[src/rtl/fft16_sequencer.sv]
// Control sequencer for a 16-point radix-2 DIT FFT: bit-reversed load, 4x8 butterfly
// issue with twiddle addressing, and a pipeline drain gap after every stage.
module fft16_sequencer #(
    parameter int unsigned BF_LAT = 2
) (
    input  logic       clk,
    input  logic       reset_n,
    input  logic       start,
    input  logic       stall,
    output logic       busy,
    output logic       done,
    output logic [3:0] sample_addr,
    output logic       load_we,
    output logic [3:0] load_waddr,
    output logic       bf_valid,
    output logic [3:0] addr_a,
    output logic [3:0] addr_b,
    output logic [2:0] tw_addr,
    output logic [1:0] stage
);

    localparam int unsigned NW = 4;
    localparam int unsigned JW = 3;
    localparam int unsigned DW = 3;

    typedef enum logic [2:0] {
        S_IDLE    = 3'd0,
        S_LOAD    = 3'd1,
        S_COMPUTE = 3'd2,
        S_DRAIN   = 3'd3,
        S_DONE    = 3'd4
    } state_t;

    state_t        state_q, state_d;
    logic [NW-1:0] n_q, n_d;
    logic [JW-1:0] j_q, j_d;
    logic [1:0]    stage_q, stage_d;
    logic [DW-1:0] drain_q, drain_d;
    logic          busy_q, busy_d;
    logic          done_q, done_d;
    logic          load_we_q, load_we_d;
    logic          bf_valid_q, bf_valid_d;
    logic [NW-1:0] load_waddr_q, load_waddr_d;
    logic [NW-1:0] addr_a_q, addr_a_d;
    logic [NW-1:0] addr_b_q, addr_b_d;
    logic [2:0]    tw_q, tw_d;

    logic          stall_act;
    logic [NW-1:0] span, pos, a_nxt;

    always_ff @(posedge clk or negedge reset_n) begin
        if (!reset_n) begin
            state_q      <= S_IDLE;
            n_q          <= '0;
            j_q          <= '0;
            stage_q      <= '0;
            drain_q      <= '0;
            busy_q       <= 1'b0;
            done_q       <= 1'b0;
            load_we_q    <= 1'b0;
            bf_valid_q   <= 1'b0;
            load_waddr_q <= '0;
            addr_a_q     <= '0;
            addr_b_q     <= '0;
            tw_q         <= '0;
        end else begin
            state_q      <= state_d;
            n_q          <= n_d;
            j_q          <= j_d;
            stage_q      <= stage_d;
            drain_q      <= drain_d;
            busy_q       <= busy_d;
            done_q       <= done_d;
            load_we_q    <= load_we_d;
            bf_valid_q   <= bf_valid_d;
            load_waddr_q <= load_waddr_d;
            addr_a_q     <= addr_a_d;
            addr_b_q     <= addr_b_d;
            tw_q         <= tw_d;
        end
    end

    // Next state and counters; stall freezes everything in the busy states.
    always_comb begin
        state_d   = state_q;
        n_d       = n_q;
        j_d       = j_q;
        stage_d   = stage_q;
        drain_d   = drain_q;
        stall_act = stall && (state_q == S_LOAD || state_q == S_COMPUTE || state_q == S_DRAIN);

        case (state_q)
            S_IDLE: begin
                if (start) begin
                    state_d = S_LOAD;
                    n_d     = '0;
                end
            end
            S_LOAD: begin
                if (!stall) begin
                    if (n_q == NW'(15)) begin
                        state_d = S_COMPUTE;
                        stage_d = '0;
                        j_d     = '0;
                    end else begin
                        n_d = n_q + NW'(1);
                    end
                end
            end
            S_COMPUTE: begin
                if (!stall) begin
                    if (j_q == JW'(7)) begin
                        state_d = S_DRAIN;
                        drain_d = '0;
                    end else begin
                        j_d = j_q + JW'(1);
                    end
                end
            end
            S_DRAIN: begin
                if (!stall) begin
                    if (drain_q == DW'(BF_LAT - 1)) begin
                        if (stage_q == 2'd3) begin
                            state_d = S_DONE;
                            stage_d = '0;
                        end else begin
                            state_d = S_COMPUTE;
                            stage_d = stage_q + 2'd1;
                            j_d     = '0;
                        end
                    end else begin
                        drain_d = drain_q + DW'(1);
                    end
                end
            end
            S_DONE:  state_d = S_IDLE;
            default: state_d = S_IDLE;
        endcase
    end

    // Butterfly operand and twiddle addresses for (stage_d, j_d).
    always_comb begin
        span  = NW'(1) << stage_d;
        pos   = NW'(j_d) & (span - NW'(1));
        a_nxt = ((NW'(j_d) >> stage_d) << (3'(stage_d) + 3'd1)) | pos;
    end

    // Registered outputs follow the state being entered; addresses hold when no strobe.
    always_comb begin
        busy_d       = (state_d == S_LOAD) || (state_d == S_COMPUTE) || (state_d == S_DRAIN);
        done_d       = (state_d == S_DONE);
        load_we_d    = (state_d == S_LOAD) && !stall_act;
        bf_valid_d   = (state_d == S_COMPUTE) && !stall_act;
        load_waddr_d = load_waddr_q;
        addr_a_d     = addr_a_q;
        addr_b_d     = addr_b_q;
        tw_d         = tw_q;
        if (load_we_d) begin
            load_waddr_d = {n_d[0], n_d[1], n_d[2], n_d[3]};
        end
        if (bf_valid_d) begin
            addr_a_d = a_nxt;
            addr_b_d = a_nxt + span;
            tw_d     = 3'(pos) << (2'd3 - stage_d);
        end
    end

    assign busy        = busy_q;
    assign done        = done_q;
    assign sample_addr = n_q;
    assign load_we     = load_we_q;
    assign load_waddr  = load_waddr_q;
    assign bf_valid    = bf_valid_q;
    assign addr_a      = addr_a_q;
    assign addr_b      = addr_b_q;
    assign tw_addr     = tw_q;
    assign stage       = stage_q;

endmodule

[config.mk]
export PLATFORM = sky130hd
export DESIGN_NAME = fft16_sequencer
export DESIGN_NICKNAME = d
export VERILOG_FILES = /design/src/rtl/fft16_sequencer.sv
export SDC_FILE = /design/constraint.sdc
export NUM_CORES = 1
export LEC_CHECK = 0
export CAP_MARGIN = 20
export CORE_ASPECT_RATIO = 0.8
export CORE_MARGIN = 2
export CORE_UTILIZATION = 29
export DETAILED_ROUTE_END_ITERATION = 16
export GPL_TIMING_DRIVEN = 1
export HOLD_SLACK_MARGIN = 0.03
export SLEW_MARGIN = 40
export SYNTH_ARGS = -nofsm -noshare
export SYNTH_HDL_FRONTEND = slang
export SYNTH_SLANG_ARGS = --single-unit
[constraint.sdc]
create_clock -name clk -period 3.6 [get_ports clk]
set_clock_uncertainty 0.05 [all_clocks]
set_input_delay 0.72 -clock clk [delete_from_list [all_inputs] [get_ports clk]]
set_output_delay 0.72 -clock clk [all_outputs]
set_load 0.01 [all_outputs]
==> results of run 1 <==
## registers in the layout, indices dropped and copies added (netlist names), 2 cells and up
register / count
drain_q: 3
j_q: 3
state_q: 3
load_waddr: 4
tw_addr: 3
sample_addr: 4
stage: 2
addr_a: 4
addr_b: 4
## timing repair
item,in CTS,in global routing
resized for setup,3,0
setup endpoints to repair,3,0
endpoints found under the hold margin,0,0
## report_power, final
group | internal, W | total (W) | switching, W
Sequential | 0.000461 | 0.000545 | 0.0000834
Combinational | 0.000261 | 0.000501 | 0.000240
Clock | 0.000193 | 0.000336 | 0.000143
## worst min path at each step
stage,start,to,cells past startpoint
after floorplan,reset_n,addr_a[0]$_DFFE_PN0P_,0
after global placement,load_waddr[3]$_DFFE_PN0P_,load_waddr[3]$_DFFE_PN0P_,1
after detailed placement,load_waddr[2]$_DFFE_PN0P_,load_waddr[2]$_DFFE_PN0P_,2
after CTS,load_waddr[2]$_DFFE_PN0P_,load_waddr[2]$_DFFE_PN0P_,2
after global routing,load_waddr[3]$_DFFE_PN0P_,load_waddr[3]$_DFFE_PN0P_,1
final,load_waddr[3]$_DFFE_PN0P_,load_waddr[3]$_DFFE_PN0P_,1
## per-layer routing
| layer | track usage [%] | wire length (µm) | vias to the layer above |
|---|---|---|---|
| met3 | 2.872 | 136 | 6 |
| met5 | 0 | 0 | - |
| met1 | 19.64 | 2598 | 839 |
| met4 | 5.479 | 94 | 0 |
| met2 | 18.45 | 1930 | 22 |
| li1 | - | - | 838 |
## cell usage in the layout, fill, tap and decap left out, types with 2 or more instances in the layout
master / count
o22ai_1: 2
o21ai_0: 7
clkbuf_8: 8
ha_1: 14
nand3_1: 4
o41ai_2: 2
a31oi_1: 4
nand2b_1: 3
nand4_1: 3
o211ai_1: 3
clkdlybuf4s50_1: 27
dfrtp_1: 34
a311oi_1: 2
nand2_1: 16
mux2i_1: 2
nor2_1: 13
nor2b_1: 4
inv_1: 14
a22oi_1: 2
nor3_1: 3
mux2_2: 9
nor4b_1: 3
buf_4: 34
o21ai_1: 3
a21oi_1: 9
a21o_1: 4
xnor2_1: 4
## final cells by class
| type | count | area share, % |
|---|---|---|
| Clock buffer | 8 | 3.948 |
| Tap cell | 87 | 3.903 |
| Inverter | 15 | 2.467 |
| Sequential cell | 34 | 30.51 |
| Timing Repair Buffer | 62 | 19.16 |
| Multi-Input combinational cell | 143 | 40.02 |
## cells by family after synthesis
kind of cell	count (synthesis)
AO/OA/AOI/OAI	47
XOR/XNOR	5
adder cells (fa/ha/maj)	15
buffers and inverters	24
flip-flops	34
multiplexers	11
AND/OR/NAND/NOR	65
## through the flow
stage / hold WS (ns) / setup TNS [ns] / cell area, µm²
floorplan: 0.3744 / 0 / 2100
global placement: 0.4156 / -0.9988 / 2671
detailed placement: 0.4204 / -1.239 / 2671
CTS: 0.4401 / 0 / 2789
global route: 0.4729 / 0 / 2789
finish: 0.4309 / 0 / 2789
==> flow_metrics.env, run 1 <==
export IMPL_irDropWorstVdd_mv=0.1762
export IMPL_finalSetupViolations=0
export IMPL_critPathSlowestCell="fa_1"
export IMPL_drc_errors=0
export IMPL_synth_most_common_cell="dfrtp_1"
export IMPL_grt_pass1_vias=1721
export IMPL_critPathBufInv=3
export IMPL_slew_headroom_pct=55.03
export IMPL_cts_root_buf="clkbuf_8"
export IMPL_r2r_start="stage[0]$_DFF_PN0_"
export IMPL_worst_path_stages=12
export IMPL_path_cells="dlygate4sd2_1, and4bb_1, buf_4, a22oi_1, and2_4, ha_1, o41ai_2, ha_1, inv_1, fa_1, xnor2_1, mux2_2"
export IMPL_synth_edff_count=0
export IMPL_cts_reportedPaths_clkPinSlew_ns=0.07
export IMPL_grt_start_max_net_pins=35
export IMPL_grt_pass1_wl_mm=8.259
export IMPL_critical_path_class="in2reg"
export IMPL_synth_area_leader_cell="dfrtp_1"
export IMPL_powerDensity_nw_per_um2=495.2
export IMPL_synth_simple_area_share_pct=18.65
export IMPL_viasPerCell=4.885
export IMPL_fin_crit_ns=3.379
export IMPL_die_w_um=99.13
export IMPL_ys_seq_area_share_pct=40.52
export IMPL_cp_end_kind="flop"
export IMPL_cp_start_kind="input port"
export IMPL_synthArstFlopShare_pct=100.0
export IMPL_die_h_um=80.11
export IMPL_vias=1705
export IMPL_crit_required_ns=3.73
export IMPL_cts_tree="built"
export IMPL_synth_fa_ha_area_share_pct=9.297
export IMPL_start_util_pct=30.17
export IMPL_drive_gt1_share_pct=24.81
export IMPL_ff2ff_path_depth=11
export IMPL_status="finished clean"
export IMPL_clk_path_buf_depth=2
export IMPL_cts_sinks=34
export IMPL_fin_crit_sh_pct=93.87
export IMPL_antenna_left=0
export IMPL_yosys_top_cells_count="dfrtp_1 (34), nand2_1 (16), ha_1 (14), inv_1 (14), nor2_1 (13)"
export IMPL_io_buffers=28
export IMPL_gp_congestion=0.8881
export IMPL_cpLargestDelayFamily="adder cells"
export IMPL_dp_cells=341
export IMPL_p_total_w=0.001381
export IMPL_finalHoldViolCount=0
export IMPL_multiInputGateArea_um2=1116
export IMPL_syn_area_per_cell_um2=10.45
export IMPL_fmax_mhz=295.9
export IMPL_wire_per_inst_um=13.64
export IMPL_synth_area_top_cells="dfrtp_1 (41%), ha_1 (8.3%), mux2_2 (4.8%), nand2_1 (2.9%), inv_1 (2.5%)"
export IMPL_final_instance_count_excl_fill=349
export IMPL_cts_htree_levels=2
export IMPL_seq_area_um2=850.8
export IMPL_ys_warnings_count=0
export IMPL_fill_cells=676
export IMPL_rows=27
export IMPL_rsz0062_at_grt="no"
export IMPL_synth_compound_area_share_pct=16.57
export IMPL_grt_overflow_total=0
export IMPL_io_pins=29
export IMPL_post_cts_setup_buffers=0
export IMPL_dieArea_um2=7941
export IMPL_synthMuxAreaShare_pct=5.781
export IMPL_cts_buffers=5
export IMPL_critPathLaunch="stall"
export IMPL_antenna_found_initial=0
export IMPL_synth_xor_area_share_pct=2.443
export IMPL_slew_violations=0
export IMPL_cp_arrival_ns=3.51
export IMPL_synth_top_cell_area_share_pct=40.52
export IMPL_setup_ws_ns=0.2207
export IMPL_synth_top_family_by_area="simple AND/OR/NAND/NOR gates"
export IMPL_fin_nets=280
export IMPL_dr_pass1_iters=4
export IMPL_worstPathMaxFanout=6
export IMPL_syn_nets=220
export IMPL_max_cap_violations=0
export IMPL_syn_inst=201
export IMPL_routed_wl_mm=4.760
export IMPL_final_util_pct=40.08
export IMPL_yosys_cell_types_count=57
export IMPL_slowest_delay_ns=0.43
export IMPL_drt_iter0_markers=76
export IMPL_cts_hold_buffers_added=0
export IMPL_n_antenna_cell=0
export IMPL_r2r_end="addr_b[2]$_DFFE_PN0P_"
export IMPL_ys_ff_latch=34
export IMPL_reg2reg_slack_ns=0.30
export IMPL_syn_area_um2=2100
export IMPL_hold_path_class="reg2reg"
export IMPL_crit_end="addr_b[2]$_DFFE_PN0P_"
export IMPL_leakage_nw=1.336
export IMPL_area_growth_pct=32.84
export IMPL_synthFlopType="dfrtp_1"
export IMPL_place_ws_ns=-0.5347
export IMPL_tightest_slew_ns=0.6731
export IMPL_grt_total_usage_pct=13.25
export IMPL_hpwl_mm=3.620
export IMPL_path_common_cell="ha_1"
export IMPL_coreArea_um2=6959
export IMPL_clock_latency_ns=0.29
Power figures use the tool's default switching activity.
==> inputs of run 2 (changes only) <==
Settings changed: SLEW_MARGIN 40 to default.
==> results of run 2 <==
Same layout as run 1: the final DEF is identical, and so are final timing and power.
